$ cat src/rtl/transaction_arbiter.sv
// Round-robin arbiter sharing one transaction pipeline among N_REQ requesters,
// with step-code completion tracking and a watchdog that aborts hung transactions.
module transaction_arbiter #(
  parameter int unsigned N_REQ   = 4,
  parameter int unsigned ID_W    = 2,
  parameter int unsigned CNT_W   = 16,
  parameter logic [CNT_W-1:0] TIMEOUT = 16'd50000
) (
  input  logic              clock,
  input  logic              resetn,
  input  logic [N_REQ-1:0]  req,
  input  logic [2:0]        step,
  output logic              start_transaction,
  output logic              pipe_flush,
  output logic [N_REQ-1:0]  grant,
  output logic [ID_W-1:0]   grant_id,
  output logic [N_REQ-1:0]  txn_done,
  output logic [N_REQ-1:0]  txn_abort,
  output logic              busy
);

  typedef enum logic [2:0] {
    S_IDLE,
    S_ISSUE,
    S_WAIT_START,
    S_RUN,
    S_COMPLETE,
    S_ABORT
  } state_t;

  localparam logic [N_REQ-1:0] ONE = N_REQ'(1);
  localparam logic [2:0] STEP_NONE   = 3'b000;
  localparam logic [2:0] STEP_FINISH = 3'b100;

  state_t           state, nxt;
  logic [ID_W-1:0]  rr_ptr;
  logic [CNT_W-1:0] wd;
  logic             seen_finish;
  logic [ID_W-1:0]  win;
  logic             found;
  int unsigned      idx;

  // Search starts just above the previous owner so it is served last.
  always_comb begin
    found = 1'b0;
    win   = '0;
    idx   = 0;
    for (int unsigned i = 1; i <= N_REQ; i++) begin
      idx = (32'(rr_ptr) + i) % N_REQ;
      if (!found && req[ID_W'(idx)]) begin
        found = 1'b1;
        win   = ID_W'(idx);
      end
    end
  end

  always_comb begin
    nxt = state;
    case (state)
      S_IDLE:       if (found && step == STEP_NONE) nxt = S_ISSUE;
      S_ISSUE:      nxt = S_WAIT_START;
      S_WAIT_START: begin
        if (wd == TIMEOUT)           nxt = S_ABORT;
        else if (step != STEP_NONE)  nxt = S_RUN;
      end
      S_RUN: begin
        if (wd == TIMEOUT)                           nxt = S_ABORT;
        else if (seen_finish && step == STEP_NONE)   nxt = S_COMPLETE;
      end
      S_COMPLETE:   nxt = S_IDLE;
      S_ABORT:      nxt = S_IDLE;
      default:      nxt = S_IDLE;
    endcase
  end

  always_comb begin
    start_transaction = (state == S_ISSUE);
    pipe_flush        = (state == S_ABORT);
    txn_done          = (state == S_COMPLETE) ? grant : '0;
    txn_abort         = (state == S_ABORT)    ? grant : '0;
    busy              = (state != S_IDLE);
  end

  always_ff @(posedge clock or negedge resetn) begin
    if (!resetn) state <= S_IDLE;
    else         state <= nxt;
  end

  always_ff @(posedge clock or negedge resetn) begin
    if (!resetn) begin
      grant       <= '0;
      grant_id    <= '0;
      rr_ptr      <= ID_W'(N_REQ - 1);
      wd          <= '0;
      seen_finish <= 1'b0;
    end else begin
      case (state)
        S_IDLE: begin
          if (nxt == S_ISSUE) begin
            grant    <= ONE << win;
            grant_id <= win;
          end
        end
        S_ISSUE: begin
          wd          <= '0;
          seen_finish <= 1'b0;
        end
        S_WAIT_START: begin
          if (wd != '1) wd <= wd + 1'b1;
        end
        S_RUN: begin
          if (wd != '1) wd <= wd + 1'b1;
          if (step == STEP_FINISH) seen_finish <= 1'b1;
        end
        S_COMPLETE, S_ABORT: begin
          rr_ptr <= grant_id;
          grant  <= '0;
        end
        default: ;
      endcase
    end
  end

endmodule

$ cat config.mk
export PLATFORM = sky130hd
export DESIGN_NAME = transaction_arbiter
export DESIGN_NICKNAME = d
export VERILOG_FILES = /design/src/rtl/transaction_arbiter.sv
export SDC_FILE = /design/constraint.sdc
export NUM_CORES = 1
export LEC_CHECK = 0
export BUFFER_PORTS_ARGS = -buffer_cell sky130_fd_sc_hd__buf_2
export CORE_MARGIN = 10
export CORE_UTILIZATION = 34
export DETAILED_ROUTE_END_ITERATION = 8
export SLEW_MARGIN = 20
export SYNTH_ARGS = -nofsm -noshare
export SYNTH_HDL_FRONTEND = slang
export SYNTH_SLANG_ARGS = --single-unit
$ cat constraint.sdc
create_clock -name clock -period 2.1 [get_ports clock]
set_input_delay 0.105 -clock clock [delete_from_list [all_inputs] [get_ports clock]]
set_output_delay 0.105 -clock clock [all_outputs]
set_load 0.005 [all_outputs]
==> metrics <==
CP startpoint wd[0]; Main synth FF type dfrtp_1; period utilization 0.936; Post-Syn Nets 176; layout cells sized above 1 0.231; Hold Startpoint step[0]; type of the worst setup path reg2reg; CP required 2.30 ns; gr ovfl total 0; biggest area consumer among synthesized cells dfrtp_1; Reg clk slew, reported paths 0.10 ns; Syn-to-layout area delta 18.5%; DRC viols 0; Via Count 1390; grt met1 use 0.125; cells on worst reg2reg path 6; Peak VDD IR 0.406 mV; outcome complete, no violations; die span in x 88.2 um; Worst Setup Start Kind register; Skew-Pair Late Insertion Delay 0.27 ns; # H-tree levels 1; Layout Cells excl Fill 251; Synth Register Bits 28; clk sink count 28; asr flop ratio synth 1.00; gpl congestion 0.783; R2R setup slack 0.13 ns; top cells by area, synth dfrtp_1 (41%), nand2_1 (4.0%), o31ai_1 (3.8%); ANT cells 0; max-slew violations 0; Lkg Pwr 0.891 nW; setup tns final 0 ns; Fmax 0.509 GHz; Total GRT Usage 0.102; final hold slack 0.177 ns; Hold Path Sink seen_finish; post-cts sizing count 0; Hold Vio Cnt, Final 0; met2 Use GR 0.175; full die area 7780 sq um; Clock Tree Buf Depth 2; Post-DRT Antenna Nets 0; PD cells 900 nW/um^2; CTS Buf Count 3; max-slew headroom at the worst pin 0.570; dpl cells 246; met3 Usage GRT 0.0279; Worst R2R Start wd[0]; Worst Tran Pin Value 0.645 ns; CP arrival 2.17 ns; IO Pins 26; drt pass-1 iters 4; Placeable Area 4440 sq um; Max Cap Viol 0; Cell Area, Synth 1580 sq um; count of nets after finishing 211; sequential fraction of the synthesis area 0.445; HP Class in2reg; Root Driver clkbuf_8; Die Span Y 88.2 um; via/cell ratio 5.54; hold_buf cts 1; critical path capture point type register; Routed WL per cell 14.5 um; DP HPWL 2760 um; syn avg cell area 9.58 sq um; Yosys warnings 0; first-pass GRT wire length 6550 um; Final Power 1.69 mW; drt first-iter violations 64; pin count of the biggest net entering global routing 29; Worst Skew 0.00821 ns; Max FO, Critical Path 6; minimum clock period 1.97 ns; Final setup violation count 0; reg2reg end state[0]; Buffers on Ports 25; Setup Fix Bufs, Post-CTS 0; RSZ-0062 raised after global routing false; number of global-route vias before repair 1370; Yosys cell types 44; hold path depth 3; CTS tree built; GRT busiest layer met2; initial core utilization 0.356; # rows 24; Post-Synthesis Cells 165; antenna violations before repair 0; number of flops mapped to enable cells by yosys 0; final wirelength 3650 um; top cell type's share of synthesized area 0.411
[area by class of cell]
cell class / instances / area (sq um)
fill: 458 / 2570
inverter: 5 / 18.8
sequential: 28 / 703
tap: 52 / 65.1
timing repair buffer: 33 / 188
multi-input combinational: 129 / 845
clock buffer: 4 / 55.1
[routing by layer]
layer,part of all wire,up-vias
li1,-,701
met3,0.049,2
met4,0.0063,0
met5,0,-
met1,0.46,667
met2,0.48,20
[synthesized netlist by cell type (2+ instances only)]
library cell and count:
or3_1 8, and2_1 5, ha_1 2, nand2_1 17, and3_1 8, o31ai_1 8
mux2i_1 2, dfstp_2 2, o211ai_1 3, a31o_2 2, clkbuf_1 2, nor2b_1 2
o21ai_0 9, o2111ai_1 2, dfrtp_1 26, nand2b_1 5, a21oi_1 11, nor3_1 3
nor2_1 4, or4_1 4, inv_1 5, nand3_1 8, xor2_1 2, nand4_1 5
[power by group]
part           internal (mW)  switching [mW]
Combinational          0.261           0.298
Sequential             0.670           0.124
Clock                  0.168           0.166
[cell usage in the layout (no fill, tap or decap), types with 7 or more instances in the layout]
cell and n:
nand3_1 8, and3_1 8, or3_1 8, buf_2 25, nand2_1 17, o31ai_1 8
buf_4 7, dfrtp_1 26, o21ai_0 9, a21oi_1 11
[critical path, stage by stage, from the launching register on]
cell,delay [ns]
dfrtp_1,0.44
inv_1,0.08
ha_1,0.13
or4bb_1,0.47
or4_4,0.53
and3_4,0.16
o21ai_2,0.09
[metrics by stage]
stage	worst slack (ns)	utilization	area, sq um
2_1_floorplan	0.216	-	1580
3_3_place_gp	0.181	0.407	1810
4_1_cts	0.127	0.422	1870
3_5_place_dp	0.164	0.407	1810
5_1_grt	0.0554	0.422	1870
6_report	0.134	0.422	1870
[how the worst max path moves through the flow]
stage	endpoint
2_1_floorplan	state[0]
3_3_place_gp	state[0]
3_5_place_dp	state[0]
4_1_cts	state[0]
5_1_grt	wd[1]
6_report	state[0]
[logic make-up after synthesis]
logic type                 after synthesis  share of synthesized area
muxes                                    3                     0.0198
adders and majority gates                2                     0.0158
buffers and inverters                    8                     0.0214
AOI/OAI and AO/OA                       42                      0.188
DFF                                     28                      0.445
xor gates and xnor gates                 2                     0.0111
and+or+nand+nor                         80                      0.299
[flip-flops by register name (all words and copies together), names as in the netlist]
register	cells
state	3
grant	4
rr_ptr	2
grant_id	2
wd	16
seen_finish	1
Power figures use the tool's default switching activity.
